File: src/rtl/secuencia_pkg.sv
// secuencia_pkg: state encoding and helper function shared by the secuencia_* blocks.
//   S_IDLE/S_SHIFT/S_GAP/S_DONE : 2-bit state codes, wrapped in the state_e enum
//   clog2(n)                    : bits needed to hold values 0..n-1 (never less than 1)
package secuencia_pkg;

    localparam logic [1:0] S_IDLE  = 2'd0;
    localparam logic [1:0] S_SHIFT = 2'd1;
    localparam logic [1:0] S_GAP   = 2'd2;
    localparam logic [1:0] S_DONE  = 2'd3;

    typedef enum logic [1:0] {
        StIdle  = S_IDLE,
        StShift = S_SHIFT,
        StGap   = S_GAP,
        StDone  = S_DONE
    } state_e;

    function automatic int unsigned clog2(input int unsigned n);
        int unsigned r;
        r = 0;
        for (int i = 0; i < 32; i++) begin
            if ((64'd1 << i) < 64'(n)) begin
                r = i + 1;
            end
        end
        return (r == 0) ? 1 : r;
    endfunction

endpackage

File: src/rtl/secuencia_tick.sv
// secuencia_tick: DIV prescaler for the bit shifter.
//   clk_i    : clock, rising edge
//   rst_ni   : asynchronous active-low reset
//   clear_i  : restart the count (new burst loaded)
//   en_i     : count while a pattern bit is being held
//   tick_o   : one-cycle pulse on the last cycle of each bit period
module secuencia_tick
    import secuencia_pkg::*;
#(
    parameter int unsigned DIV = 1
) (
    input  logic clk_i,
    input  logic rst_ni,
    input  logic clear_i,
    input  logic en_i,
    output logic tick_o
);

    localparam int unsigned   CntW = clog2(DIV + 1);
    localparam logic [CntW-1:0] Last = CntW'(DIV - 1);

    logic [CntW-1:0] cnt_q;

    assign tick_o = en_i && !clear_i && (cnt_q == Last);

    always_ff @(posedge clk_i or negedge rst_ni) begin
        if (!rst_ni) begin
            cnt_q <= '0;
        end else if (clear_i) begin
            cnt_q <= '0;
        end else if (en_i) begin
            cnt_q <= (cnt_q == Last) ? '0 : cnt_q + CntW'(1);
        end
    end

endmodule

File: src/rtl/secuencia_generador.sv
// secuencia_generador: serial bit-sequence transmitter feeding the secuencia_* detectors.
// Shifts PATTERN out MSB-first, each bit held DIV cycles, repeated reps times per burst.
//   clk_i        : clock, rising edge
//   rst_ni       : asynchronous active-low reset, aborts any burst
//   start_i      : burst request, sampled only in idle
//   reps_i[3:0]  : repetitions per burst (0 treated as 1), latched on start
//   w_o          : serial data
//   bit_valid_o  : w_o carries a pattern bit
//   busy_o       : burst in progress
//   done_o       : one-cycle pulse after the last bit
// Build option: define SEQ_GAP_EN to insert GAP idle cycles (w_o=0, busy_o=1) between repetitions.
module secuencia_generador
    import secuencia_pkg::*;
#(
    parameter int unsigned      WIDTH   = 8,
    parameter logic [WIDTH-1:0] PATTERN = 8'b0110_1110,
    parameter int unsigned      DIV     = 1,
    parameter int unsigned      GAP     = 2
) (
    input  logic       clk_i,
    input  logic       rst_ni,
    input  logic       start_i,
    input  logic [3:0] reps_i,
    output logic       w_o,
    output logic       bit_valid_o,
    output logic       busy_o,
    output logic       done_o
);

    localparam int unsigned     BitW    = clog2(WIDTH + 1);
    localparam logic [BitW-1:0] LastBit = BitW'(WIDTH - 1);

    state_e           state_q;
    logic [WIDTH-1:0] shift_q;
    logic [BitW-1:0]  bit_q;
    logic [3:0]       rep_q;
    logic             w_q;
    logic             bit_valid_q;
    logic             busy_q;
    logic             done_q;

    logic load;
    logic bit_tick;

`ifdef SEQ_GAP_EN
    localparam int unsigned     GapW    = clog2(GAP + 1);
    localparam logic [GapW-1:0] LastGap = GapW'(GAP - 1);

    logic [GapW-1:0] gap_q;
`endif

    assign load = (state_q == StIdle) && start_i;

    secuencia_tick #(
        .DIV (DIV)
    ) u_tick (
        .clk_i   (clk_i),
        .rst_ni  (rst_ni),
        .clear_i (load),
        .en_i    (state_q == StShift),
        .tick_o  (bit_tick)
    );

    always_ff @(posedge clk_i or negedge rst_ni) begin
        if (!rst_ni) begin
            state_q     <= StIdle;
            shift_q     <= '0;
            bit_q       <= '0;
            rep_q       <= '0;
            w_q         <= 1'b0;
            bit_valid_q <= 1'b0;
            busy_q      <= 1'b0;
            done_q      <= 1'b0;
`ifdef SEQ_GAP_EN
            gap_q       <= '0;
`endif
        end else begin
            // Outputs are a registered decode of the current state, so they trail it by one
            // cycle and never see an input combinationally.
            w_q         <= (state_q == StShift) && shift_q[WIDTH-1];
            bit_valid_q <= (state_q == StShift);
            busy_q      <= (state_q == StShift) || (state_q == StGap);
            done_q      <= (state_q == StDone);

            unique case (state_q)
                StIdle: begin
                    if (start_i) begin
                        shift_q <= PATTERN;
                        rep_q   <= (reps_i == 4'd0) ? 4'd1 : reps_i;
                        bit_q   <= '0;
                        state_q <= StShift;
                    end
                end
                StShift: begin
                    if (bit_tick) begin
                        if (bit_q == LastBit) begin
                            bit_q <= '0;
                            if (rep_q > 4'd1) begin
                                // Reload so the next rep's first bit follows without a hole.
                                rep_q   <= rep_q - 4'd1;
                                shift_q <= PATTERN;
`ifdef SEQ_GAP_EN
                                gap_q   <= '0;
                                state_q <= StGap;
`endif
                            end else begin
                                state_q <= StDone;
                            end
                        end else begin
                            bit_q   <= bit_q + BitW'(1);
                            shift_q <= {shift_q[WIDTH-2:0], 1'b0};
                        end
                    end
                end
                StGap: begin
`ifdef SEQ_GAP_EN
                    if (gap_q == LastGap) begin
                        state_q <= StShift;
                    end else begin
                        gap_q <= gap_q + GapW'(1);
                    end
`else
                    state_q <= StIdle;
`endif
                end
                StDone: begin
                    state_q <= StIdle;
                end
                default: begin
                    state_q <= StIdle;
                end
            endcase
        end
    end

    assign w_o         = w_q;
    assign bit_valid_o = bit_valid_q;
    assign busy_o      = busy_q;
    assign done_o      = done_q;

endmodule
File: config.mk
export PLATFORM = sky130hd
export DESIGN_NAME = secuencia_generador
export DESIGN_NICKNAME = d
export VERILOG_FILES = /design/src/rtl/secuencia_pkg.sv /design/src/rtl/secuencia_tick.sv /design/src/rtl/secuencia_generador.sv
export SDC_FILE = /design/constraint.sdc
export NUM_CORES = 1
export LEC_CHECK = 0
export BUFFER_PORTS_ARGS = -buffer_cell sky130_fd_sc_hd__buf_2
export CORE_UTILIZATION = 51
export CTS_CLUSTER_DIAMETER = 120
export DETAILED_ROUTE_END_ITERATION = 8
export PLACE_DENSITY = 0.84
export SYNTH_ARGS = -nofsm -noshare
export SYNTH_HDL_FRONTEND = slang
export SYNTH_SLANG_ARGS = --single-unit
File: constraint.sdc
create_clock -name clk_i -period 2 [get_ports clk_i]
set_clock_uncertainty 0.1 [all_clocks]
set_input_delay 0.2 -clock clk_i [delete_from_list [all_inputs] [get_ports clk_i]]
set_output_delay 0.2 -clock clk_i [all_outputs]
set_load 0.1 [all_outputs]
== Word level (Yosys, flattened, before mapping) ==
Cells that the tools add are included.
Word-level totals
  word-level logic and storage cells: 62
  memories kept: 0
  latch bits: 0
  memory bits (read-only): 0
  bits in registers: 23
  output and inout bits: 4
  RAM bits: 0
  input port bits: 7
Operators by class
  divide/modulo/power cells: 0
  order comparisons: 1
  multiply operators: 0
  shifts and indexed selects: 0
  bitwise logic cells: 1
  reduce and logical (&&, ||, !) cells: 15
  add/subtract/negate cells: 3
  muxes and demuxes: 23
  equality and inequality tests: 10
Operators with widths (number)
  4-bit two-way mux: 8
  8-bit two-way mux: 4
  4-bit case mux with 2 select lines: 2
  8-bit case mux with 2 select lines: 1
  2-bit != test, second input constant: 5
  2-bit two-way mux: 4
  4-bit AND reduction: 2
  2-bit case mux with 3 select lines: 1
  5-bit AND reduction: 1
  4-bit by 1-bit adder with 4-bit output, second input constant: 1
  2-bit equality test, second input constant: 2
  4-bit by 3-bit equality test with 1-bit output, second input constant: 1
  4-bit by 1-bit greater-than comparator with 1-bit output, second input constant: 1
  1-bit logical AND: 4
  4-bit logical NOT: 1
  2-bit nonzero test: 2
  4-bit by 1-bit subtractor with 4-bit output, second input constant: 1
  1-bit two-way mux: 3
  3-bit != test, second input constant: 1
  3-bit AND reduction: 1
  2-bit by 1-bit equality test with 1-bit output, second input constant: 1
  2-bit logical NOT: 1
  2-bit OR reduction: 1
  1-bit adder, second input constant: 1
  other kinds (3): 3

== Depth between registers and ports, before layout ==
Gate-level depths: netlist of the first run.
  depth after elaboration: 7
  depth in mapped cells: 8
  depth with buffers taken out: 6

== Cells and area by module ==
From an unflattened synthesis of the first run, not the netlist that was laid out.
Unflattened totals
  cell total of the unflattened synthesis: 108
  area total of the unflattened synthesis: 1134.8 sq um
Modules (own cells, without submodules)
  secuencia_generador: area an instance 1121.1 sq um, times used 1, sequential area each 525.5 sq um, cells an instance 107
  secuencia_tick: area an instance 13.8 sq um, times used 1, sequential area each 0.0 sq um, cells an instance 1

== Worst setup path before layout of the first run ==
Ideal clock, no wire load.
  kind: register to register
  start point: register state_q[0]
  end point: register rep_q[3]
  library setup time: 0.126 ns
  buffers on the path: 1
  arrival: 1.657 ns
  clock period less this slack: 1.883 ns
  path slack: 0.117 ns
  data required time: 1.774 ns
  cell stages (with the launch flop): 8
  cells stage by stage: dfrtp_1 inv_1 ha_1 buf_2 mux2_2 o31ai_1 nor4_1 a311o_1
Between the ends
  cells in the longest elaborated chain, start to end: 7
  elaborated cells between the ends (all ways): 13
  classes of those cells: eq/ne (5); mux (1); reduce/logical (7)
RTL lines
  from (decl): RTL line secuencia_generador.sv:33  | state_e state_q;
  from (signal assigned): RTL line secuencia_generador.sv:66  | state_q <= StIdle;
  from (signal assigned): RTL line secuencia_generador.sv:91  | state_q <= StShift;
  from (signal assigned): RTL line secuencia_generador.sv:107  | state_q <= StDone;
  2-bit logical NOT: RTL line secuencia_generador.sv:52, secuencia_generador.sv:85
  1-bit logical AND: RTL line secuencia_generador.sv:52  | assign load = (state_q == StIdle) && start_i;
  1-bit logical NOT: RTL line secuencia_tick.sv:24  | assign tick_o = en_i && !clear_i && (cnt_q == Last);
  1-bit logical AND (2 in a row): RTL line secuencia_tick.sv:24
  2-bit != test (no source line)
  5-bit AND reduction (no source line)
  to (signal assigned): RTL line secuencia_generador.sv:89  | rep_q <= (reps_i == 4'd0) ? 4'd1 : reps_i;
  to (signal assigned): RTL line secuencia_generador.sv:100  | rep_q <= rep_q - 4'd1;
  to (decl): RTL line secuencia_generador.sv:36  | logic [3:0] rep_q;
Parallel ways exist; a longest one is shown, timed or not.
A chain may end at the register's enable or synchronous reset.

== Worst setup path after layout of the first run ==
  start point: register bit_q[0]
  end point: register rep_q[3]
Between the ends
  cells in the longest elaborated chain, start to end: 3
RTL lines
  from (decl): RTL line secuencia_generador.sv:35  | logic [BitW-1:0] bit_q;
  from (signal assigned): RTL line secuencia_generador.sv:110  | bit_q <= bit_q + BitW'(1);
  4-bit by 3-bit equality test with 1-bit output: RTL line secuencia_generador.sv:96  | if (bit_q == LastBit) begin
  2-bit != test (no source line)
  5-bit AND reduction (no source line)
No other way between the ends.

==> results.sh, run 1 <==
export IMPL_cp_top_family="simple AND/OR/NAND/NOR gates"
export IMPL_globalRouteOverflowTotal=0
export IMPL_yosysTopAreaCellShare=0.463
export IMPL_max_stage_delay_ns=0.48
export IMPL_reg2regPathDepth=4
export IMPL_synth_most_common_cell="sky130_fd_sc_hd__dfrtp_1"
export IMPL_cts_buffers=3
export IMPL_worst_endpoint_required_ns=2.10
export IMPL_min_path_cells=3
export IMPL_critPathMaxFanout=7
export IMPL_initial_antenna_violation_count=0
export IMPL_worstPathArrival_ns=2.02
export IMPL_dp_hpwl_um=1800
export IMPL_fp_dieW_um=49.2
export IMPL_post_drt_wl_per_cell_um=15.3
export IMPL_worst_hold_startpoint="reps_i[0]"
export IMPL_floorplan_die_area_sq_mm=0.00242
export IMPL_hold_violations=0
export IMPL_power_ir_vdd_worst_uv=1240
export IMPL_cts_num_sinks=21
export IMPL_wirelength_um=2360
export IMPL_grt_pass1_vias=919
export IMPL_top_level_ports=11
export IMPL_worst_setup_path_type="flip-flop to flip-flop"
export IMPL_syn_instance_count=111
export IMPL_cts_tree="yes"
export IMPL_powerDensity_mw_per_mm2=1680
export IMPL_postLayoutCoreUtil=0.640
export IMPL_grt_use_total=0.227
export IMPL_most_frequently_used_flop_master_after_synthesis="sky130_fd_sc_hd__dfrtp_1"
export IMPL_ctsLongestPathBuffers=2
export IMPL_drc=0
export IMPL_synth_ff_latch_count=21
export IMPL_finalSetupViolations=0
export IMPL_rsz0062_at_grt="no"
export IMPL_initial_core_util=0.561
export IMPL_worstReg2RegStart="bit_q[0]"
export IMPL_critPathLaunchType="flip-flop"
export IMPL_layout_area_overhead_vs_synth_pct=14.0
export IMPL_setup_tns_ns=0
export IMPL_netlist_cell_type_count=39
export IMPL_rows=16
export IMPL_drv_max_cap_violation_count=0
export IMPL_avgSynthCellArea_sq_um=10.2
export IMPL_slew_viol_final=0
export IMPL_clkLatencyLatePin_ns=0.31
export IMPL_mappedNetlistArea_sq_mm=0.00113
export IMPL_core_area_sq_mm=0.00202
export IMPL_vias=948
export IMPL_seq_area_frac_synth=0.463
export IMPL_first_pass_grt_wire_length_um=4060
export IMPL_syn_nets=125
export IMPL_antenna_diode_count=0
export IMPL_endpoint_kind="flip-flop"
export IMPL_clk_transition_reported_paths_ns=0.12
export IMPL_number_of_h_tree_levels=1
export IMPL_power_static_leakage_nw=0.602
export IMPL_yosysWarnings=0
export IMPL_leading_area_contributor_after_synthesis="sky130_fd_sc_hd__dfrtp_1"
export IMPL_hold_worst_slack_ns=0.166
export IMPL_outcome="finished clean"
export IMPL_most_common_library_cells_after_synthesis="sky130_fd_sc_hd__dfrtp_1, sky130_fd_sc_hd__a21oi_1"
export IMPL_drt_vias_per_instance=6.16
export IMPL_setup_worst_path_start="bit_q[0]"
export IMPL_cp_cell_sequence="ha_1, nand3b_4, or4_1, a311o_1"
export IMPL_detail_route_antenna_nets=0
export IMPL_placed_cells_incl_taps=149
export IMPL_class_of_the_tightest_hold_or_removal_check="input port to flip-flop"
export IMPL_drt_pass1_iter_count=4
export IMPL_tightest_slew_ns=0.484
export IMPL_clock_fmax_mhz=522
export IMPL_critical_path_slowest_cell="sky130_fd_sc_hd__or4_1"
export IMPL_drtIter0Drc=31
export IMPL_layoutNonFillerInstCount=154
export IMPL_gpl_final_weighted_congestion=0.923
export IMPL_die_height_um=49.2
export IMPL_async_flop_share=1.00
export IMPL_critical_path_buffer_and_inverter_count=0
export IMPL_headroom_to_the_max_slew_limit=0.680
export IMPL_post_route_period_util=0.959
export IMPL_number_of_cells_on_the_critical_path=4
export IMPL_drive_gt1_frac=0.244
export IMPL_design_final_nets=142
export IMPL_io_buffers=10
export IMPL_final_period_minus_worst_setup_slack_ns=1.92
export IMPL_synth_area_top_cells="sky130_fd_sc_hd__dfrtp_1, sky130_fd_sc_hd__ha_1, sky130_fd_sc_hd__a21oi_1, sky130_fd_sc_hd__o22ai_1, sky130_fd_sc_hd__mux2i_1"
export IMPL_cts_root_buf="sky130_fd_sc_hd__clkbuf_4"
export IMPL_grt_start_max_net_pins=22
export IMPL_synth_edff_count=0
## cells in the final DEF (no fill, tap or decap), types with 3 or more instances in the layout
master and instances:
sky130_fd_sc_hd__a21oi_1 8, sky130_fd_sc_hd__buf_2 10, sky130_fd_sc_hd__buf_4 7, sky130_fd_sc_hd__clkbuf_4 3
sky130_fd_sc_hd__dfrtp_1 21, sky130_fd_sc_hd__ha_1 6, sky130_fd_sc_hd__inv_1 6, sky130_fd_sc_hd__mux2i_1 3
sky130_fd_sc_hd__nand2_1 7, sky130_fd_sc_hd__nor2_1 7, sky130_fd_sc_hd__o21ai_0 5, sky130_fd_sc_hd__o22ai_1 5
## power by group
part,switching (mW),total (mW),internal (mW)
clock network,0.129,0.204,0.0748
registers,0.175,0.778,0.603
logic,0.721,1.19,0.465
## logic make-up after synthesis
logic type,share of synthesized area
AOI/OAI and AO/OA,0.215
adders and majority gates,0.0772
buffers and inverters,0.0518
DFF,0.463
muxes,0.0364
and+or+nand+nor,0.157
## timing repair
action	4_1_cts	5_1_grt
gates resized for setup	0	4
hold buffers	1	0
endpoints found under the hold margin	21	0
buffers inserted	0	0
endpoints found under the setup margin	0	10
## sequential cells by signal, indices dropped and copies added (netlist names)
signal	count
bit_q	4
bit_valid_o	1
busy_o	1
done_o	1
rep_q	4
shift_q	7
state_q	2
w_o	1
## tightest hold or removal path: stages
cell and delay [ns]:
sky130_fd_sc_hd__buf_2 0.08, sky130_fd_sc_hd__nor4_1 0.04, sky130_fd_sc_hd__a311oi_1 0.20
## area by class of cell
class	count	area [sq um]
fillers	169	728
flip-flops and latches	21	526
repair buffers	18	113
clock inverters	1	5.00
well taps	27	33.8
clock buffers	3	22.5
multi-input cells	77	568
inverters	7	26.3
## layer usage
| layer | wire length [um] | GRT usage |
|---|---|---|
| met5 | 0 | 0 |
| met4 | 108 | 0.162 |
| met3 | 104 | 0.0343 |
| met2 | 1170 | 0.384 |
| met1 | 975 | 0.260 |
## per-stage QoR
stage | power [mW] | area (sq um) | setup slack [ns]
after floorplan | 1.60 | 1130 | 0.117
after global placement | 1.87 | 1240 | 0.160
after detailed placement | 1.92 | 1240 | 0.0376
after CTS | 2.13 | 1280 | 0.0189
after global routing | 2.32 | 1290 | 0.00390
final | 2.17 | 1290 | 0.0827
## final timing paths
| path | end | slack, ns |
|---|---|---|
| worst max-delay path | rep_q[3] | 0.08 |
| worst min-delay path | rep_q[0] | 0.17 |
| worst max register to register | rep_q[3] | 0.08 |
| worst min register to register | shift_q[7] | 0.42 |
| max in group asynchronous | rep_q[3] | 1.23 |
| min in group asynchronous | shift_q[7] | 0.26 |
No activity file was read; power rests on OpenSTA's default activity.
==> inputs of run 2 (changes only) <==
- SYNTH_HIERARCHICAL: not set -> 1
- clock period: 2 -> 1.5 ns (I/O delays scaled with it)
==> run 2 against run 1 <==
Effect of this change: the flow now finishes with violations (negative setup slack); die area stayed put; wire length is 34% higher; highest routed layer unchanged; maximum frequency is 7.4% higher; setup slack worse by 0.37 ns; critical path depth is 4 higher; register-to-register slack worse by 0.37 ns; combinational power is 120% higher; synthesized cell count is 2.7% lower; largest power group unchanged; non-clock buffer count is 31 higher; sequential power is 22% higher; first-iteration DRC count is 45% higher.
==> results.sh, run 2 <==
export IMPL_worstPathArrival_ns=1.90
export IMPL_seq_area_frac_synth=0.463
export IMPL_worstReg2RegStart="state_q[0]"
export IMPL_netlist_cell_type_count=38
export IMPL_largest_register="shift_q"
export IMPL_most_common_library_cells_after_synthesis="sky130_fd_sc_hd__dfrtp_1, sky130_fd_sc_hd__inv_1, sky130_fd_sc_hd__nand2_1"
export IMPL_post_route_period_util=1.19
export IMPL_largest_reg_flops=7
export IMPL_outcome="finished, violations left"
export IMPL_layout_area_overhead_vs_synth_pct=45.0
export IMPL_initial_core_util=0.561
export IMPL_class_of_the_tightest_hold_or_removal_check="input port to flip-flop"
export IMPL_leading_area_contributor_after_synthesis="sky130_fd_sc_hd__dfrtp_1"
export IMPL_fp_dieW_um=49.2
export IMPL_synth_edff_count=0
export IMPL_design_final_nets=173
export IMPL_vias=1062
export IMPL_detail_route_antenna_nets=0
export IMPL_floorplan_die_area_sq_mm=0.00242
export IMPL_post_drt_wl_per_cell_um=17.1
export IMPL_cts_buffers=3
export IMPL_cp_top_family="simple AND/OR/NAND/NOR gates"
export IMPL_cts_root_buf="sky130_fd_sc_hd__clkbuf_4"
export IMPL_cts_tree="yes"
export IMPL_endpoint_kind="flip-flop"
export IMPL_reg2reg_to="shift_q[5]"
export IMPL_finalSetupViolations=17
export IMPL_power_static_leakage_nw=0.785
export IMPL_initial_antenna_violation_count=0
export IMPL_yosysWarnings=6
export IMPL_slew_viol_final=0
export IMPL_most_frequently_used_flop_master_after_synthesis="sky130_fd_sc_hd__dfrtp_1"
export IMPL_drive_gt1_frac=0.487
export IMPL_synth_area_top_cells="sky130_fd_sc_hd__dfrtp_1, sky130_fd_sc_hd__ha_1, sky130_fd_sc_hd__o22a_1, sky130_fd_sc_hd__inv_1, sky130_fd_sc_hd__nand2_1"
export IMPL_number_of_h_tree_levels=1
export IMPL_worstHoldEndpoint="state_q[1]"
export IMPL_worst_endpoint_required_ns=1.61
export IMPL_gpl_final_weighted_congestion=0.868
export IMPL_postLayoutSetupSlackWorst_ns=-0.285
export IMPL_grt_pass1_vias=1075
export IMPL_critical_path_top_cell_by_count="sky130_fd_sc_hd__and2_4"
export IMPL_die_height_um=49.2
export IMPL_layout_cells_most_common="sky130_fd_sc_hd__buf_4"
export IMPL_synth_most_common_cell="sky130_fd_sc_hd__dfrtp_1"
export IMPL_cp_cell_sequence="inv_2, ha_4, and2_4, nor2b_4, nand2b_4, and2_4, nand3_4, o22a_1"
export IMPL_yosysTopAreaCellShare=0.463
export IMPL_mappedNetlistArea_sq_mm=0.00113
export IMPL_tightest_slew_ns=0.491
export IMPL_layout_top_registers="shift_q x7, bit_q x4, rep_q x4"
export IMPL_top_level_ports=11
export IMPL_drt_vias_per_instance=5.74
export IMPL_final_period_minus_worst_setup_slack_ns=1.79
export IMPL_worst_setup_path_type="flip-flop to flip-flop"
export IMPL_finalPower_mw=3.84
export IMPL_io_buffers=10
export IMPL_clkLatencyLatePin_ns=0.32
export IMPL_wirelength_um=3160
export IMPL_drtIter0Drc=45
export IMPL_rsz0062_at_grt="yes"
export IMPL_critical_path_slowest_cell="sky130_fd_sc_hd__dfrtp_1"
export IMPL_clk_transition_reported_paths_ns=0.13
export IMPL_ctsLongestPathBuffers=2
export IMPL_cts_num_sinks=21
export IMPL_drv_max_cap_violation_count=0
export IMPL_async_flop_share=1.00
export IMPL_violations="negative setup slack"
export IMPL_max_stage_delay_ns=0.40
export IMPL_power_ir_vdd_worst_uv=1710
export IMPL_timing_reg2reg_setup_slack_ns=-0.29
export IMPL_synth_ff_latch_count=21
export IMPL_grt_use_total=0.286
export IMPL_layout_cells_most_common_list="sky130_fd_sc_hd__buf_4, sky130_fd_sc_hd__dfrtp_1, sky130_fd_sc_hd__buf_2, sky130_fd_sc_hd__inv_1, sky130_fd_sc_hd__nand2_1"
export IMPL_syn_nets=122
export IMPL_drc=0
export IMPL_hold_violations=0
export IMPL_critPathLaunchType="flip-flop"
export IMPL_critPathMaxFanout=7
export IMPL_avgSynthCellArea_sq_um=10.5
export IMPL_drt_pass1_iter_count=4
export IMPL_rows=16
export IMPL_dp_hpwl_um=1970
export IMPL_clock_fmax_mhz=560
export IMPL_headroom_to_the_max_slew_limit=0.675
export IMPL_first_pass_grt_wire_length_um=5040
export IMPL_globalRouteOverflowTotal=0
export IMPL_syn_instance_count=108
export IMPL_grt_start_max_net_pins=22
export IMPL_postLayoutCoreUtil=0.814
export IMPL_min_path_cells=3
export IMPL_core_area_sq_mm=0.00202
export IMPL_powerDensity_mw_per_mm2=2330
export IMPL_antenna_diode_count=0
export IMPL_reg2regPathDepth=8
export IMPL_worst_hold_startpoint="start_i"
export IMPL_fillers=107
export IMPL_critical_path_buffer_and_inverter_count=1
## run 2: cell count changes after synthesis, sizes merged, moves of 3 or more
cell    delta
nor2       -3
nand2      +3
o22a       +4
inv        +4
a21oi      -7
o211ai     +3
o31ai      -3
## run 2: stage by stage
step	worst slack (ns)	instances	setup TNS (ns)	area [sq um]	hold slack (ns)
after floorplan	-0.307	108	-2.88	1160	-0.246
after global placement	-0.234	171	-2.65	1440	0.0233
after detailed placement	-0.319	171	-3.86	1440	0.0267
after CTS	-0.255	182	-2.94	1600	0.136
after global routing	-0.342	185	-4.85	1650	0.124
final	-0.285	185	-3.67	1650	0.118
## run 2: layer usage
metal  global-route usage  vias to the layer above  part of all wire  routed length (um)
li1                     -                      492                 -                   -
met1                0.354                      508              0.41                1310
met2                0.461                       47              0.49                1540
met3               0.0280                       15             0.048                 153
met4                0.216                        0             0.049                 155
met5                    0                        -                 0                   0
## run 2: cells by family (layout without fill, tap and decap cells)
logic type	Yosys count	count (layout)	share of synthesized area
AND/OR/NAND/NOR	32	32	0.159
multiplexers	2	2	0.0220
flip-flops	21	21	0.463
adder cells (fa/ha/maj)	7	7	0.0772
buffers and inverters	14	64	0.0540
AO/OA/AOI/OAI	32	32	0.225
## run 2: what timing repair did
action,CTS,global route
gates resized for setup,20,5
hold endpoints to repair,22,0
hold buffers,2,0
setup endpoints to repair,17,17
buffers inserted,5,3
pin swaps,12,5
## run 2: how the worst max path moves through the flow
stage / from / endpoint / cells after the start / slack (ns)
5_1_grt: state_q[0] / shift_q[2] / 8 / -0.34
2_1_floorplan: state_q[1] / shift_q[2] / 8 / -0.31
6_report: state_q[0] / shift_q[5] / 8 / -0.29
3_5_place_dp: state_q[1] / shift_q[5] / 8 / -0.32
4_1_cts: state_q[1] / shift_q[5] / 8 / -0.26
3_3_place_gp: state_q[0] / shift_q[2] / 8 / -0.23
## run 2: layout make-up
type	count	area (sq um)	share of cell area
multi-input cells	73	652	0.396
inverters	11	41.3	0.0251
flip-flops and latches	21	526	0.319
clock buffers	3	22.5	0.0137
clock inverters	1	7.51	0.00456
well taps	27	33.8	0.0205
repair buffers	49	363	0.221
## run 2: report_power, final
| group | switching [mW] | internal [mW] | leakage (nW) | total, mW |
|---|---|---|---|---|
| clock | 0.191 | 0.102 | 0.0139 | 0.294 |
| sequential | 0.149 | 0.800 | 0.242 | 0.949 |
| combinational | 1.38 | 1.22 | 0.529 | 2.59 |
## run 2: worst register-to-register path: stages (launching register included)
cell	delay, ns
sky130_fd_sc_hd__dfrtp_1	0.40
sky130_fd_sc_hd__inv_2	0.06
sky130_fd_sc_hd__ha_4	0.17
sky130_fd_sc_hd__and2_4	0.15
sky130_fd_sc_hd__nor2b_4	0.11
sky130_fd_sc_hd__nand2b_4	0.16
sky130_fd_sc_hd__and2_4	0.20
sky130_fd_sc_hd__nand3_4	0.11
sky130_fd_sc_hd__o22a_1	0.22
